[src/rtl/combo_lock_fsm_pkg.sv]
`default_nettype none
// +----------------------------------------------------------------------------+
// | Module   : combo_lock_fsm_pkg                                              |
// | Brief    : Shared state encodings, pulse arbitration and width helpers     |
// |            for the keypad combination-lock controller.                     |
// | Revision : 1.0 - initial release                                           |
// +----------------------------------------------------------------------------+
package combo_lock_fsm_pkg;

   localparam int c_STATE_W = 4;

   // State codes are exported on the state port for the LED bank, so the
   // values are fixed explicitly rather than left to the tool.
   typedef enum logic [c_STATE_W-1:0] {
      ST_LOCKED   = 4'd0,
      ST_ENT_L    = 4'd1,
      ST_EVAL_L   = 4'd2,
      ST_OPEN     = 4'd3,
      ST_ENT_U    = 4'd4,
      ST_EVAL_U   = 4'd5,
      ST_CHANGE1  = 4'd6,
      ST_CHANGE2  = 4'd7,
      ST_LOCKOUT  = 4'd8,
      ST_BACKDOOR = 4'd9
   } lock_state_e;

   // The single command that survives arbitration in a given cycle.
   typedef enum logic [2:0] {
      P_NONE     = 3'd0,
      P_ENT      = 3'd1,
      P_CHANGE   = 3'd2,
      P_BACKDOOR = 3'd3,
      P_CLR      = 3'd4
   } pulse_e;

   // Highest-priority pulse wins; every lower-priority pulse is dropped even
   // when the winner has no effect in the current state.
   function automatic pulse_e pick_pulse(input logic clr, input logic backdoor,
                                         input logic change, input logic ent);
      pulse_e p;
      if (clr)           p = P_CLR;
      else if (backdoor) p = P_BACKDOOR;
      else if (change)   p = P_CHANGE;
      else if (ent)      p = P_ENT;
      else               p = P_NONE;
      return p;
   endfunction

   // States in which digits are being keyed in (blink active, entry cleared
   // on arrival).
   function automatic logic is_entry_state(input lock_state_e s);
      return (s == ST_ENT_L) || (s == ST_ENT_U) ||
             (s == ST_CHANGE1) || (s == ST_CHANGE2);
   endfunction

   // Counter width for a count range 0..value-1, never narrower than 1 bit.
   function automatic int clog2_min1(input int value);
      return (value > 2) ? $clog2(value) : 1;
   endfunction

endpackage
`default_nettype wire

[src/rtl/combo_lock_fsm_cyc_timer.sv]
`default_nettype none
// +----------------------------------------------------------------------------+
// | Module   : cyc_timer                                                       |
// | Brief    : Cycle counter 0..PERIOD-1 with synchronous load-to-zero,        |
// |            count enable and terminal-count flag. Saturates at the          |
// |            terminal value; a wrapping use reloads on done.                 |
// | Revision : 1.0 - initial release                                           |
// +----------------------------------------------------------------------------+
module cyc_timer #(
   parameter int PERIOD = 8,
   parameter int W      = 3
) (
   input  logic clk,
   input  logic rst,
   input  logic load,
   input  logic en,
   output logic done
);

   localparam logic [W-1:0] c_LAST = W'(PERIOD - 1);

   logic [W-1:0] r_count;
   logic         w_done;

   assign w_done = (r_count == c_LAST);
   assign done   = w_done;

   // Count up while enabled, hold at the terminal value, restart on load.
   always_ff @(posedge clk) begin
      if (rst) begin
         r_count <= '0;
      end else if (load) begin
         r_count <= '0;
      end else if (en && !w_done) begin
         r_count <= r_count + 1'b1;
      end
   end

endmodule
`default_nettype wire

[src/rtl/combo_lock_fsm.sv]
`default_nettype none
// +----------------------------------------------------------------------------+
// | Module   : combo_lock_fsm                                                  |
// | Brief    : Keypad combination-lock controller. Collects N_DIGITS digits    |
// |            one per ent pulse, opens/locks on compare, locks out after      |
// |            MAX_TRIES consecutive failures, supports a two-pass confirmed   |
// |            code change and a master-code backdoor.                         |
// | Revision : 1.0 - initial release                                           |
// +----------------------------------------------------------------------------+
module combo_lock_fsm
   import combo_lock_fsm_pkg::*;
#(
   parameter int                            N_DIGITS    = 4,
   parameter int                            DIGIT_W     = 4,
   parameter int                            MAX_TRIES   = 3,
   parameter int                            LOCKOUT_CYC = 1000,
   parameter int                            BLINK_CYC   = 50,
   parameter logic [N_DIGITS*DIGIT_W-1:0]   RESET_CODE  = '0,
   parameter logic [N_DIGITS*DIGIT_W-1:0]   MASTER_CODE = 'h0311
) (
   input  logic                               clk,
   input  logic                               rst,
   input  logic                               ent,
   input  logic                               clr,
   input  logic                               change,
   input  logic                               backdoor,
   input  logic [DIGIT_W-1:0]                 sw,
   output logic [3:0]                         state,
   output logic                               is_open,
   output logic                               alarm,
   output logic [$clog2(N_DIGITS)-1:0]        dig_idx,
   output logic [N_DIGITS*DIGIT_W-1:0]        entry,
   output logic                               blink,
   output logic [$clog2(MAX_TRIES+1)-1:0]     tries
);

   localparam int c_CODE_W  = N_DIGITS * DIGIT_W;
   localparam int c_IDX_W   = $clog2(N_DIGITS);
   localparam int c_TRY_W   = $clog2(MAX_TRIES + 1);
   localparam int c_LOCK_W  = clog2_min1(LOCKOUT_CYC);
   localparam int c_BLINK_W = clog2_min1(BLINK_CYC);

   localparam logic [c_IDX_W-1:0] c_LAST_IDX  = c_IDX_W'(N_DIGITS - 1);
   localparam logic [c_TRY_W-1:0] c_MAX_TRIES = c_TRY_W'(MAX_TRIES);

   // Architectural state
   lock_state_e          r_state;
   logic [c_CODE_W-1:0]  r_code;
   logic [c_CODE_W-1:0]  r_shadow;
   logic [c_CODE_W-1:0]  r_entry;
   logic [c_IDX_W-1:0]   r_dig_idx;
   logic [c_TRY_W-1:0]   r_tries;
   logic                 r_blink;

   // Next-state values
   lock_state_e          w_next_state;
   logic [c_CODE_W-1:0]  w_next_code;
   logic [c_CODE_W-1:0]  w_next_shadow;
   logic [c_CODE_W-1:0]  w_next_entry;
   logic [c_IDX_W-1:0]   w_next_idx;
   logic [c_TRY_W-1:0]   w_next_tries;

   // Helpers
   pulse_e               w_pulse;
   logic [c_CODE_W-1:0]  w_entry_ins;
   logic [c_TRY_W-1:0]   w_tries_inc;
   logic                 w_last_digit;
   logic                 w_match;
   logic                 w_state_chg;
   logic                 w_entering;
   logic                 w_lock_done;
   logic                 w_blink_done;

   assign w_pulse      = pick_pulse(clr, backdoor, change, ent);
   assign w_last_digit = (r_dig_idx == c_LAST_IDX);
   assign w_match      = (r_entry == r_code);
   assign w_tries_inc  = r_tries + 1'b1;
   assign w_state_chg  = (w_next_state != r_state);
   assign w_entering   = is_entry_state(r_state);

   // Current entry with sw written into the slot selected by dig_idx;
   // digit 0 occupies the most significant slot.
   always_comb begin
      w_entry_ins = r_entry;
      for (int i = 0; i < N_DIGITS; i++) begin
         if (c_IDX_W'(i) == r_dig_idx) begin
            w_entry_ins[(N_DIGITS-1-i)*DIGIT_W +: DIGIT_W] = sw;
         end
      end
   end

   // Lockout timer: held at zero outside LOCKOUT, so its first LOCKOUT
   // cycle reads 0 and done marks the last of LOCKOUT_CYC cycles.
   cyc_timer #(
      .PERIOD (LOCKOUT_CYC),
      .W      (c_LOCK_W)
   ) u_lockout_timer (
      .clk  (clk),
      .rst  (rst),
      .load (r_state != ST_LOCKOUT),
      .en   (1'b1),
      .done (w_lock_done)
   );

   // Blink timer: free-runs while digits are being entered, restarting on
   // every state change and on each half-period boundary.
   cyc_timer #(
      .PERIOD (BLINK_CYC),
      .W      (c_BLINK_W)
   ) u_blink_timer (
      .clk  (clk),
      .rst  (rst),
      .load (w_state_chg | ~w_entering | w_blink_done),
      .en   (1'b1),
      .done (w_blink_done)
   );

   // Next-state, code, shadow, entry and attempt-counter decisions.
   always_comb begin
      w_next_state  = r_state;
      w_next_code   = r_code;
      w_next_shadow = r_shadow;
      w_next_entry  = r_entry;
      w_next_idx    = r_dig_idx;
      w_next_tries  = r_tries;

      case (r_state)
         ST_LOCKED: begin
            if ((w_pulse == P_CLR) || (w_pulse == P_ENT)) begin
               w_next_state = ST_ENT_L;
            end else if (w_pulse == P_BACKDOOR) begin
               w_next_state = ST_BACKDOOR;
               w_next_code  = MASTER_CODE;
               w_next_tries = '0;
            end
         end

         ST_ENT_L, ST_ENT_U, ST_CHANGE1, ST_CHANGE2: begin
            if (w_pulse == P_CLR) begin
               w_next_entry = '0;
               w_next_idx   = '0;
            end else if (w_pulse == P_ENT) begin
               w_next_entry = w_entry_ins;
               if (w_last_digit) begin
                  w_next_idx = '0;
                  if (r_state == ST_ENT_L) begin
                     w_next_state = ST_EVAL_L;
                  end else if (r_state == ST_ENT_U) begin
                     w_next_state = ST_EVAL_U;
                  end else if (r_state == ST_CHANGE1) begin
                     // First pass complete: remember it for confirmation.
                     w_next_shadow = w_entry_ins;
                     w_next_state  = ST_CHANGE2;
                  end else begin
                     // Second pass: commit only when both passes agree.
                     if (r_shadow == w_entry_ins) begin
                        w_next_code = r_shadow;
                     end
                     w_next_state = ST_OPEN;
                  end
               end else begin
                  w_next_idx = r_dig_idx + 1'b1;
               end
            end
         end

         ST_EVAL_L: begin
            if (w_match) begin
               w_next_state = ST_OPEN;
               w_next_tries = '0;
            end else begin
               w_next_tries = w_tries_inc;
               w_next_state = (w_tries_inc == c_MAX_TRIES) ? ST_LOCKOUT : ST_LOCKED;
            end
         end

         ST_OPEN: begin
            if ((w_pulse == P_CLR) || (w_pulse == P_ENT)) begin
               w_next_state = ST_ENT_U;
            end else if (w_pulse == P_CHANGE) begin
               w_next_state = ST_CHANGE1;
            end
         end

         ST_EVAL_U: begin
            w_next_state = w_match ? ST_LOCKED : ST_OPEN;
         end

         ST_LOCKOUT: begin
            if (w_lock_done) begin
               w_next_state = ST_LOCKED;
               w_next_tries = '0;
            end
         end

         ST_BACKDOOR: begin
            if (w_pulse == P_ENT) begin
               w_next_state = ST_LOCKED;
            end
         end

         default: begin
            w_next_state = ST_LOCKED;
         end
      endcase

      // Every fresh arrival in a digit-collecting state starts from a blank entry.
      if ((w_next_state != r_state) && is_entry_state(w_next_state)) begin
         w_next_entry = '0;
         w_next_idx   = '0;
      end
   end

   // State and datapath registers.
   always_ff @(posedge clk) begin
      if (rst) begin
         r_state   <= ST_LOCKED;
         r_code    <= RESET_CODE;
         r_shadow  <= '0;
         r_entry   <= '0;
         r_dig_idx <= '0;
         r_tries   <= '0;
      end else begin
         r_state   <= w_next_state;
         r_code    <= w_next_code;
         r_shadow  <= w_next_shadow;
         r_entry   <= w_next_entry;
         r_dig_idx <= w_next_idx;
         r_tries   <= w_next_tries;
      end
   end

   // Blink output: toggles at each half-period while entering, cleared on
   // any state change or outside the entry states.
   always_ff @(posedge clk) begin
      if (rst) begin
         r_blink <= 1'b0;
      end else if (w_state_chg || !w_entering) begin
         r_blink <= 1'b0;
      end else if (w_blink_done) begin
         r_blink <= ~r_blink;
      end
   end

   assign state   = r_state;
   assign is_open = (r_state == ST_OPEN) || (r_state == ST_CHANGE1) ||
                    (r_state == ST_CHANGE2);
   assign alarm   = (r_state == ST_LOCKOUT);
   assign dig_idx = r_dig_idx;
   assign entry   = r_entry;
   assign blink   = r_blink;
   assign tries   = r_tries;

endmodule
`default_nettype wire

[config.mk]
export PLATFORM = sky130hd
export DESIGN_NAME = combo_lock_fsm
export DESIGN_NICKNAME = d
export VERILOG_FILES = /design/src/rtl/combo_lock_fsm_pkg.sv /design/src/rtl/combo_lock_fsm_cyc_timer.sv /design/src/rtl/combo_lock_fsm.sv
export SDC_FILE = /design/constraint.sdc
export NUM_CORES = 1
export LEC_CHECK = 0
export CELL_PAD_IN_SITES_DETAIL_PLACEMENT = 1
export CELL_PAD_IN_SITES_GLOBAL_PLACEMENT = 1
export CORE_MARGIN = 2
export CORE_UTILIZATION = 48
export CTS_BUF_LIST = sky130_fd_sc_hd__clkbuf_4 sky130_fd_sc_hd__clkbuf_8 sky130_fd_sc_hd__clkbuf_16
export CTS_CLUSTER_SIZE = 10
export DETAILED_ROUTE_END_ITERATION = 10
export PLACE_DENSITY_LB_ADDON = 0.1
export SYNTH_ARGS = -nofsm -noshare
export SYNTH_HDL_FRONTEND = slang
export SYNTH_HIERARCHICAL = 1
export SYNTH_SLANG_ARGS = --single-unit
[constraint.sdc]
create_clock -name clk -period 4.1 [get_ports clk]
set_input_delay 0.82 -clock clk [delete_from_list [all_inputs] [get_ports clk]]
set_output_delay 0.82 -clock clk [all_outputs]
set_load 0.02 [all_outputs]
==> Word level (Yosys, flattened, before mapping) <==
Index checks and enable logic that the tools add are counted.
{ "word_totals": {"output_inout_bits": 27, "wordCells": 128, "register_bits": 73, "inputBits": 10} }
{ "classes": {"eq_ne": 38, "muxes": 44, "reduce_logical": 26, "n_bitwise": 7, "add_sub_neg": 4} }
{ "ops": {"columns": ["op", "count"], "rows": [
  ["$mux W16", 11],
  ["$mux W4", 15],
  ["$eq A16 B16 Y1", 2],
  ["$pmux W16 S2", 1],
  ["$eq A4 B3 Y1 const B", 7],
  ["$pmux W4 S7", 1],
  ["$mux W2", 10],
  ["$ne A2 B2 Y1 const B", 9],
  ["$mux W3", 4],
  ["$add A10 B1 Y10 const B", 1],
  ["$eq A10 B10 Y1 const B", 1],
  ["$logic_or A1 B1 Y1", 10],
  ["$reduce_and A10 Y1", 1],
  ["$eq A4 B1 Y1 const B", 2],
  ["$eq A4 B2 Y1 const B", 2],
  ["$eq A4 B4 Y1 const B", 2],
  ["$reduce_or A2 Y1", 4],
  ["$reduce_and A7 Y1", 1],
  ["$add A6 B1 Y6 const B", 1],
  ["$eq A3 B2 Y1 const B", 2],
  ["$eq A6 B6 Y1 const B", 1],
  ["$pmux W2 S3", 1],
  ["$not A1 Y1", 5],
  ["$add A2 B1 Y2 const B", 2],
  ["other kinds (19)", 23]
]} }

==> Depth between registers and ports, before layout <==
Gate-level depths: netlist of the first run.
{ "depth": {"ltp_word": 14, "mapped_depth": 12} }

==> Modules after synthesis <==
The synthesis of the first run kept the hierarchy.
{ "by_module_without_submodules": {"columns": ["module", "seq_area_each_um2", "n_inst", "cells_per_inst", "area_per_inst_um2"], "rows": [
  ["combo_lock_fsm", 1141.1, 1, 353, 3229.3],
  ["cyc_timer (u_lockout_timer)", 200.2, 1, 65, 558.0],
  ["cyc_timer (u_blink_timer)", 120.1, 1, 35, 327.8]
]} }

==> Worst setup path before layout of the first run <==
Ideal clock, no wire load.
{ "synth_path": {"path_kind": "input-to-reg", "start": "input change", "end": "register r_entry[10], in the netlist entry[10]", "slack_ns": 1.098, "stages": 8, "arrival_time_ns": 2.872, "setup_time_ns": 0.129, "path_buffers": 1, "t_required_ns": 3.971, "path_cell_list": "nor4b_4 > a2111o_1 > o31ai_2 > nor3_1 > mux2_2 > a221oi_4 > buf_6 > nor3_1"} }
{ "synth_via": {"elab_chain_cells": 13, "elab_cells_between_ends": 29, "classes_between": "9 x eq/ne; 12 x mux; 8 x reduce/logical"} }
{ "synth_rtl": {"columns": ["element", "line_no", "rtl"], "rows": [
  ["start: declaration", "combo_lock_fsm.sv:25", "input logic change,"],
  ["$mux W2 (*)", "combo_lock_fsm_pkg.sv:43", "else if (change) p = P_CHANGE;"],
  ["$mux W2 (*)", "combo_lock_fsm_pkg.sv:42", "else if (backdoor) p = P_BACKDOOR;"],
  ["$mux W3 (*)", "combo_lock_fsm_pkg.sv:41", "if (clr) p = P_CLR;"],
  ["$eq A3 B2 Y1, or another cell as far along", "combo_lock_fsm.sv:180", "end else if (w_pulse == P_CHANGE) begin"],
  ["$mux W4, or another cell as far along", "combo_lock_fsm.sv:180", null],
  ["$mux W4 (on tied branches)", "combo_lock_fsm.sv:178, combo_lock_fsm.sv:129, combo_lock_fsm.sv:139", null],
  ["$pmux W4 S7", "combo_lock_fsm.sv:127", "case (r_state)"],
  ["$eq A4 B1 Y1 / $eq A4 B3 Y1 (equally long branches)", "combo_lock_fsm_pkg.sv:52", "return (s == ST_ENT_L) || (s == ST_ENT_U) ||"],
  ["$logic_or A1 B1 Y1 (2 in a row)", "combo_lock_fsm_pkg.sv:52", null],
  ["$logic_or A1 B1 Y1", "combo_lock_fsm_pkg.sv:53", "(s == ST_CHANGE1) || (s == ST_CHANGE2);"],
  ["$logic_and A1 B1 Y1", "combo_lock_fsm.sv:208", "if ((w_next_state != r_state) && is_entry_state(w_next_state)) begin"],
  ["$reduce_or A2 Y1 (no line)", null, null],
  ["end signal: assignment", "combo_lock_fsm.sv:227", "r_entry <= w_next_entry;"],
  ["end: declaration", "combo_lock_fsm.sv:50", "logic [c_CODE_W-1:0] r_entry;"]
]} }
Mark *: on every way between the ends. The rest lies on a longest branch, timed or not.
A chain may end at the register's enable or synchronous reset.

==> Final worst setup path of the first run <==
{ "layout_path": {"start": "input clr", "end": "register u_blink_timer.r_count[0]"} }
{ "layout_via": {"elab_chain_cells": 9, "elab_cells_between_ends": 18, "classes_between": "5 x eq/ne; 9 x mux; 2 x bitwise; 2 x reduce/logical"} }
{ "layout_rtl": {"columns": ["element", "line_no", "rtl"], "rows": [
  ["start: declaration", "combo_lock_fsm.sv:24", "input logic clr,"],
  ["$mux W3 (*)", "combo_lock_fsm_pkg.sv:41", null],
  ["$eq A3 B2 Y1, or another cell as far along", "combo_lock_fsm.sv:180", null],
  ["$mux W4, or another cell as far along", "combo_lock_fsm.sv:180", null],
  ["$mux W4 (on tied branches)", "combo_lock_fsm.sv:178, combo_lock_fsm.sv:129, combo_lock_fsm.sv:139", null],
  ["$pmux W4 S7 (*)", "combo_lock_fsm.sv:127", null],
  ["$ne A4 B4 Y1 (*)", "combo_lock_fsm.sv:78", "assign w_state_chg = (w_next_state != r_state);"],
  ["$or A1 B1 Y1 (*) (2 in a row)", "combo_lock_fsm.sv:113", ".load (w_state_chg | ~w_entering | w_blink_done),"],
  ["$reduce_or A2 Y1 (no line) (*)", null, null],
  ["end signal: assignment", "combo_lock_fsm_cyc_timer.sv:35", "r_count <= r_count + 1'b1;"],
  ["end: declaration", "combo_lock_fsm_cyc_timer.sv:22", "logic [W-1:0] r_count;"]
]} }
Marked as above.

==> run metrics, run 1 <==
outcome=finished clean; Crit Path Category=input pin to flop; setup TNS=0 ns; Fin. Hold Viols=0; final wirelength=11.4 mm; switch share=28.9%; Worst Path Arrival=3.78 ns; CP delay by family, top=simple AND/OR/NAND/NOR gates; slew margin rel.=53.0%; starting density of the core=49.8%; CP max stage delay=0.54 ns; GRT Residual Overflow=0; Peak supply drop=135 uV; FF+latch count, synth=73; Avg Inst Size Synth=9.08 um2; hold crit path type=flop to flop; CTS buffer count=9; Leak Pwr=1.63 nW; Slew @ Worst Pin=0.688 ns; endpoint class of the critical path=flop; maxcap violations=0; layout cells sized above 1=9.64%; final hold slack=0.517 ns; CP Buf/Inv Count=1; Placed Area=4500 um2; H-tree depth=3; first-pass GRT wire length=18.4 mm; Sw Pwr=0.000413 W; largest net degree at the start of global routing=42; GRT Total Usage=25.8%; Initial DRC Count=75; Post-CTS Resized=0; Critical Path Fanout Max=8; Slew Limit Fails=0; die width=96.6 um; TritonCTS clock tree=built; initial antenna violation count=0; core area=8260 um2; final setup skew=0.0110 ns; DRC violations left=0; post-layout min period=3.50 ns; Detail Placement HPWL=8.10 mm; sequential area share after synthesis=35.5%; Detail Route Antenna Nets=0; gpl congestion=0.842; Area growth syn-to-layout=13.7%; Layout Nets=512; vias in the first global route=3674; Netlist cell types=64; Cell Int Power=0.00101 W; die height=96.6 um; worst skew pair latency=0.36 ns; IO Pins=37; Clock power frac=36.9%; Post-Syn Instances=453; CP startpoint kind=input pin; Inst Count DP=587; f_max=286 MHz; CTS max path bufs=2; Post-synth ARST share=0%; Cell Rows=33; vias=3567; final setup vio count=0; DR vias/cell=5.92; Critical Path RT=4.38 ns; period utilization=85.3%; root buf cell=clkbuf_8; most common cell after layout, fill and taps aside=dfxtp_1; overall power=0.00143 W; count of input and output buffers=36; PD cells=305 nW/um2; Warnings, synthesis=6; DR WL/cell=18.8 um; Top FF cell, synth=dfxtp_1; Mapped Area=4120 um2; CP Cell Sequence=clkdlybuf4s50_1, nor4b_4, a2111o_1, o31ai_2, nor3_1, mux2_2, nand3_1, or2_2, or3_1, mux2i_1; clk sink count=73; crit path max-delay cell type=clkdlybuf4s50_1; Logic pwr share=12.0%; antenna cells=0; first-pass detailed-route iteration total=4; Setup Buffers After CTS=0; leading cell types in the layout, fill and taps excluded=dfxtp_1, nor2_1, clkdlybuf4s50_1; Reg power frac=51.2%; CTS Hold Bufs=0; clock slew at reported path FFs=0.08 ns; unrepaired setup endpoints after global routing=false; final cell count without fillers=603; design area=4680 um2; die area=9330 um2; EDFF count, synth=0
final timing paths:
| path | from | end | slack [ns] | cells past startpoint |
|---|---|---|---|---|
| hold / removal | u_lockout_timer/r_count[8]$_SDFFE_PP0P_ | u_lockout_timer/r_count[8]$_SDFFE_PP0P_ | 0.52 | 2 |
| hold reg to reg | u_lockout_timer/r_count[8]$_SDFFE_PP0P_ | u_lockout_timer/r_count[8]$_SDFFE_PP0P_ | 0.52 | 2 |
| setup / recovery | clr | u_blink_timer/r_count[0]$_SDFFE_PP0P_ | 0.60 | 10 |
| setup reg to reg | u_lockout_timer/r_count[0]$_SDFFE_PP0P_ | u_blink_timer/r_count[0]$_SDFFE_PP0P_ | 0.77 | 11 |
power by group through the flow:
| stage | Sequential [W] | Combinational, W | Clock [W] |
|---|---|---|---|
| after detailed placement | 0.000747 | 0.000169 | 0 |
| after CTS | 0.000730 | 0.000170 | 0.000539 |
| final | 0.000730 | 0.000171 | 0.000526 |
| after global routing | 0.000732 | 0.000184 | 0.000569 |
| after global placement | 0.000747 | 0.000165 | 0 |
| after floorplan | 0.000742 | 0.000122 | 0 |
kinds of logic after synthesis:
logic type      synth area share, %
simple gates                   22.7
other cells                  0.0911
flops                          35.5
mux                            7.81
compound gates                 16.9
xor+xnor                       7.87
buf+inv                        6.29
fa+ha+maj                      2.74
worst min-delay path: stages, from the launching register on:
cell and delay [ns]:
dfxtp_1 0.34, o31ai_1 0.08, a21oi_1 0.06
cell type report:
type / count / area, um2
clock buffers: 10 / 138
clock inverters: 6 / 43.8
fillers: 999 / 3580
inverters: 9 / 33.8
multi-input cells: 355 / 2450
flip-flops and latches: 73 / 1460
well taps: 105 / 131
repair buffers: 45 / 423
layer usage:
| metal | routed length [um] | GRT usage, % | vias up | part of all wire, % |
|---|---|---|---|---|
| li1 | - | - | 1725 | - |
| met3 | 363 | 4.89 | 10 | 3.2 |
| met2 | 5570 | 44.7 | 69 | 49 |
| met1 | 5290 | 32.9 | 1763 | 47 |
| met5 | 0 | 0 | - | 0 |
| met4 | 120 | 6.69 | 0 | 1.1 |
cell usage after synthesis, types with 7 or more instances:
master    instances  area, um2
nor3_1           25        125
ha_1              9        113
o21ai_0          14       70.1
clkbuf_8          7       96.3
a32oi_1          17        149
a21oi_1          17       85.1
xnor2_1          25        219
a211oi_1         22        165
mux2i_1          31        310
xor2_1           12        105
nand2_1          17       63.8
clkbuf_1         14       52.6
inv_1             9       33.8
nand4_1          12       75.1
nand3_1          11       55.1
nor2_1           48        180
and2_1           14       87.6
dfxtp_1          73       1460
flip-flops by register name (all words and copies together), names as in the netlist:
signal,flops
blink,1
dig_idx,2
entry,16
r_code,16
r_shadow,16
state,4
tries,2
u_blink_timer/r_count,6
u_lockout_timer/r_count,10
metrics by stage:
step / worst slack (ns) / util, %
after floorplan: 1.10 / -
after global placement: 0.327 / 54.4
after detailed placement: 0.222 / 54.4
after CTS: 0.599 / 56.6
after global routing: 0.432 / 56.6
final: 0.603 / 56.6
Note: power is estimated with default switching activity, not from simulation.
==> run 2, diff against run 1 <==
Settings changed: CORE_UTILIZATION 48 to 53, DONT_BUFFER_PORTS set to 1.
==> run metrics, run 2 (same netlist as run 1, synthesis figures left out) <==
antenna cells=0 (unchanged); CTS max path bufs=2 (unchanged); PD cells=332 nW/um2 (was 305 nW/um2); vias in the first global route=3573 (was 3674); core area=7610 um2 (was 8260 um2); Crit Path Category=flop to flop (was input pin to flop); gpl congestion=0.925 (was 0.842); f_max=289 MHz (was 286 MHz); period utilization=84.5% (was 85.3%); largest net degree at the start of global routing=66 (was 42); Worst Path Arrival=3.75 ns (was 3.78 ns); die area=8490 um2 (was 9330 um2); CTS buffer count=9 (unchanged); H-tree depth=3 (unchanged); Detail Placement HPWL=7.45 mm (was 8.10 mm); Critical Path RT=4.38 ns (about the same); vias=3431 (was 3567); die width=92.1 um (was 96.6 um); CTS Hold Bufs=0 (unchanged); Cell Rows=32 (was 33); final setup skew=0.0104 ns (was 0.0110 ns); pre-CTS setup slack=0.636 ns (was 0.222 ns); Reg2Reg Depth=11 (unchanged); Setup Buffers After CTS=0 (unchanged); DR vias/cell=6.15 (was 5.92); Slew Limit Fails=0 (unchanged); Layout fillers=923 (was 999); final wirelength=11.0 mm (was 11.4 mm); Fin. Hold Viols=0 (unchanged); CP startpoint kind=flop (was input pin); DR WL/cell=19.7 um (was 18.8 um); GRT Residual Overflow=0 (unchanged); final cell count without fillers=558 (was 603); leading cell types in the layout, fill and taps excluded=dfxtp_1, nor2_1, mux2i_1 (was dfxtp_1, nor2_1, clkdlybuf4s50_1); GRT Total Usage=27.4% (was 25.8%); DRC violations left=0 (unchanged); overall power=0.00142 W (was 0.00143 W); count of input and output buffers=0 (was 36); clk sink count=73 (unchanged); endpoint class of the critical path=flop (unchanged); most common cell after layout, fill and taps aside=dfxtp_1 (unchanged); initial antenna violation count=0 (unchanged); Detail Route Antenna Nets=0 (unchanged); Peak supply drop=183 uV (was 135 uV); Layout Nets=470 (was 512); Critical Path Fanout Max=7 (was 8); worst skew pair latency=0.35 ns (was 0.36 ns); Post-CTS Resized=0 (unchanged); outcome=finished clean (unchanged); Leak Pwr=1.49 nW (was 1.63 nW); die height=92.1 um (was 96.6 um); post-layout min period=3.47 ns (was 3.50 ns); root buf cell=clkbuf_8 (unchanged); Slew @ Worst Pin=0.894 ns (was 0.688 ns); slew margin rel.=38.9% (was 53.0%); final setup vio count=0 (unchanged); min setup slack post-route=0.635 ns (was 0.603 ns); Min-Delay Path Depth=2 (unchanged); hold crit path type=flop to flop (unchanged); Initial DRC Count=137 (was 75); maxcap violations=0 (unchanged); Inst Count DP=542 (was 587); setup TNS=0 ns (unchanged); first-pass detailed-route iteration total=4 (unchanged); clock slew at reported path FFs=0.08 ns (about the same); layout cells sized above 1=8.99% (was 9.64%); first-pass GRT wire length=18.3 mm (was 18.4 mm); Area growth syn-to-layout=4.17% (was 13.7%); unrepaired setup endpoints after global routing=false (unchanged); TritonCTS clock tree=built (unchanged); IO Pins=37 (unchanged); starting density of the core=54.1% (was 49.8%)
-- run 2: through the flow --
stage / hold WS (ns) / util [%] / cell area, um2
after floorplan: 0.457 / - / 4160
after global placement: 0.472 / 53.8 / 4090
after detailed placement: 0.499 / 53.8 / 4090
after CTS: 0.512 / 56.3 / 4290
after global routing: 0.526 / 56.3 / 4290
final: 0.508 / 56.3 / 4290
-- run 2: layer usage --
metal	GRT usage (%)	up-vias	routed length [um]
li1	-	1643	-
met1	34.9	1690	4830
met2	45.5	81	5370
met3	5.51	17	604
met4	10.8	0	206
met5	0	-	0
-- run 2: power breakdown --
group          internal [W]  switching [W]  total, W
Clock              0.000280       0.000286  0.000566
Sequential         0.000715      0.0000179  0.000733
Combinational     0.0000454      0.0000789  0.000124
Total               0.00104       0.000383   0.00142
-- run 2: worst max-delay path: stages, from the launching register on --
cell,delay (ns)
dfxtp_1,0.38
ha_1,0.27
inv_1,0.13
nor4b_1,0.06
and3_1,0.22
nor2b_1,0.14
a2111oi_0,0.82
o221a_2,0.39
nand3_1,0.15
or2_2,0.33
or2_2,0.35
a21oi_1,0.15
-- run 2: final timing paths --
check                                               start                                    end  slack, ns
hold / removal      u_blink_timer/r_count[5]$_SDFFE_PP0P_  u_blink_timer/r_count[5]$_SDFFE_PP0P_       0.51
setup reg to reg  u_lockout_timer/r_count[0]$_SDFFE_PP0P_  u_blink_timer/r_count[2]$_SDFFE_PP0P_       0.63
hold reg to reg     u_blink_timer/r_count[5]$_SDFFE_PP0P_  u_blink_timer/r_count[5]$_SDFFE_PP0P_       0.51
setup / recovery  u_lockout_timer/r_count[0]$_SDFFE_PP0P_  u_blink_timer/r_count[2]$_SDFFE_PP0P_       0.63
-- run 2: area by class of cell --
class | instances | area (um2) | area share [%]
clock buffer | 9 | 124 | 2.89
tap | 102 | 128 | 2.98
clock inverter | 7 | 71.3 | 1.66
sequential | 73 | 1460 | 34.1
multi-input combinational | 355 | 2450 | 57.1
timing repair buffer | 3 | 22.5 | 0.525
inverter | 9 | 33.8 | 0.788
==> run 3, diff against run 2 <==
Settings changed: CORE_UTILIZATION 53 to 49.
Clock period 4.1 ns to 3.44 ns, I/O delays scaled along.
==> run metrics, run 3 (same netlist as run 1, synthesis figures left out) <==
Peak supply drop=211 uV (was 183 uV); starting density of the core=50.3% (was 54.1%); core area=8180 um2 (was 7610 um2); final hold slack=0.418 ns (was 0.508 ns); DR vias/cell=6.00 (was 6.15); endpoint class of the critical path=flop (unchanged); Setup Buffers After CTS=0 (unchanged); final cell count without fillers=576 (was 558); first-pass GRT wire length=18.2 mm (was 18.3 mm); leading cell types in the layout, fill and taps excluded=dfxtp_1, nor2_1, mux2i_1 (unchanged); slew margin rel.=52.7% (was 38.9%); CP startpoint kind=flop (unchanged); Cell Rows=33 (was 32); CP max stage delay=0.50 ns (was 0.82 ns); count of input and output buffers=0 (unchanged); CP dominant cell by count=or2_2 (unchanged); met3 usage=5.30% (was 5.51%); period utilization=93.5% (was 84.5%); CTS buffer count=9 (unchanged); gpl congestion=0.887 (was 0.925); Slew Limit Fails=0 (unchanged); Inst Count DP=560 (was 542); DR WL/cell=19.4 um (was 19.7 um); overall power=0.00181 W (was 0.00142 W); design area=4430 um2 (was 4290 um2); largest net degree at the start of global routing=66 (unchanged); Layout Nets=485 (was 470); die width=95.6 um (was 92.1 um); clock slew at reported path FFs=0.08 ns (about the same); die area=9150 um2 (was 8490 um2); Post-CTS Resized=0 (unchanged); CP Buf/Inv Count=2 (was 1); Area growth syn-to-layout=7.69% (was 4.17%); Critical Path RT=3.71 ns (was 4.38 ns); switch share=25.0% (was 26.9%); clk sink count=73 (unchanged); initial antenna violation count=0 (unchanged); unrepaired setup endpoints after global routing=false (unchanged); H-tree depth=3 (unchanged); Initial DRC Count=90 (was 137); Slew @ Worst Pin=0.708 ns (was 0.894 ns); antenna cells=0 (unchanged); outcome=finished clean (unchanged); Leak Pwr=1.59 nW (was 1.49 nW); final setup vio count=0 (unchanged); layout cells sized above 1=11.9% (was 8.99%); root buf cell=clkbuf_8 (unchanged); PD cells=407 nW/um2 (was 332 nW/um2); Placed Area=4210 um2 (was 4090 um2); CP delay by family, top=simple AND/OR/NAND/NOR gates (was compound AO/OA/AOI/OAI gates); final wirelength=11.2 mm (was 11.0 mm); GRT Residual Overflow=0 (unchanged); post-layout min period=3.22 ns (was 3.47 ns); GRT Total Usage=26.0% (was 27.4%); Logic pwr share=9.3% (was 8.7%); Worst Path Arrival=3.49 ns (was 3.75 ns); worst skew pair latency=0.35 ns (about the same); IO Pins=37 (unchanged); DRC violations left=0 (unchanged); Sw Pwr=0.000452 W (was 0.000383 W); first-pass detailed-route iteration total=4 (unchanged); TritonCTS clock tree=built (unchanged); Detail Placement HPWL=7.80 mm (was 7.45 mm); final setup skew=0.00814 ns (was 0.0104 ns); CTS Hold Bufs=0 (unchanged); GR Layer Usage met2=42.2% (was 45.5%); Fin. Hold Viols=0 (unchanged); Clock power frac=42.5% (was 39.7%); f_max=311 MHz (was 289 MHz); vias=3454 (was 3431); CP Cell Sequence=ha_1, inv_1, nor4b_1, and3_1, nor2b_1, a2111oi_0, buf_4, o221a_2, nand3_1, or2_2, or2_2, a211oi_2 (was ha_1, inv_1, nor4b_1, and3_1, nor2b_1, a2111oi_0, o221a_2, nand3_1, or2_2, or2_2, a21oi_1); maxcap violations=0 (unchanged); CTS max path bufs=2 (unchanged); crit path max-delay cell type=a2111oi_0 (unchanged); vias in the first global route=3477 (was 3573); Cell Int Power=0.00135 W (was 0.00104 W); Reg power frac=48.2% (was 51.5%); GRT busiest layer=met2 (unchanged); die height=95.6 um (was 92.1 um); Crit Path Category=flop to flop (unchanged); Critical Path Fanout Max=6 (was 7); Detail Route Antenna Nets=0 (unchanged); setup TNS=0 ns (unchanged); grt met1 use=33.6% (was 34.9%); most common cell after layout, fill and taps aside=dfxtp_1 (unchanged); hold crit path type=input pin to flop (was flop to flop)
==> run 3: final cells by class <==
| cell class | count | area (um2) |
|---|---|---|
| Sequential cell | 73 | 1460 |
| Fill cell | 961 | 3740 |
| Clock inverter | 5 | 78.8 |
| Tap cell | 105 | 131 |
| Multi-Input combinational cell | 355 | 2450 |
| Inverter | 9 | 33.8 |
| Timing Repair Buffer | 18 | 135 |
| Clock buffer | 11 | 145 |
==> run 3: worst reg2reg max path: cells and delay by family (launching register included) <==
kind / cells / cell delay [ns]
and+or+nand+nor: 6 / 1.28
AOI/OAI and AO/OA: 3 / 0.87
DFF: 1 / 0.38
buffers and inverters: 2 / 0.34
adders and majority gates: 1 / 0.26
==> run 3: through the flow <==
| step | util, % | worst slack, ns |
|---|---|---|
| 6_report | 54.2 | 0.222 |
| 3_5_place_dp | 51.5 | 0.183 |
| 5_1_grt | 54.2 | 0.0886 |
| 4_1_cts | 54.2 | 0.256 |
| 2_1_floorplan | - | 0.570 |
| 3_3_place_gp | 51.5 | 0.315 |
==> run 3: per-layer routing <==
| layer | share of wire (%) | wire length (um) | vias up |
|---|---|---|---|
| met3 | 4.2 | 463 | 17 |
| met2 | 48 | 5380 | 60 |
| met5 | 0 | 0 | - |
| met4 | 2.1 | 231 | 0 |
| li1 | - | - | 1667 |
| met1 | 46 | 5090 | 1710 |
==> run 3: power by group through the flow <==
stage / Clock (W) / Combinational [W] / Sequential [W]
after floorplan: 0 / 0.000145 / 0.000885
after global placement: 0 / 0.000162 / 0.000889
after detailed placement: 0 / 0.000166 / 0.000889
after CTS: 0.000782 / 0.000167 / 0.000869
after global routing: 0.000822 / 0.000184 / 0.000872
final: 0.000767 / 0.000168 / 0.000870
==> run 3: path summary, 6_finish.rpt <==
| path | startpoint | to | slack [ns] | depth (start not counted) |
|---|---|---|---|---|
| min | rst | r_shadow[5]$_SDFFE_PP0P_ | 0.42 | 1 |
| max | u_lockout_timer/r_count[1]$_SDFFE_PP0P_ | u_blink_timer/r_count[1]$_SDFFE_PP0P_ | 0.22 | 12 |
| min reg2reg | u_blink_timer/r_count[5]$_SDFFE_PP0P_ | u_blink_timer/r_count[5]$_SDFFE_PP0P_ | 0.49 | 2 |
| max reg2reg | u_lockout_timer/r_count[1]$_SDFFE_PP0P_ | u_blink_timer/r_count[1]$_SDFFE_PP0P_ | 0.22 | 12 |
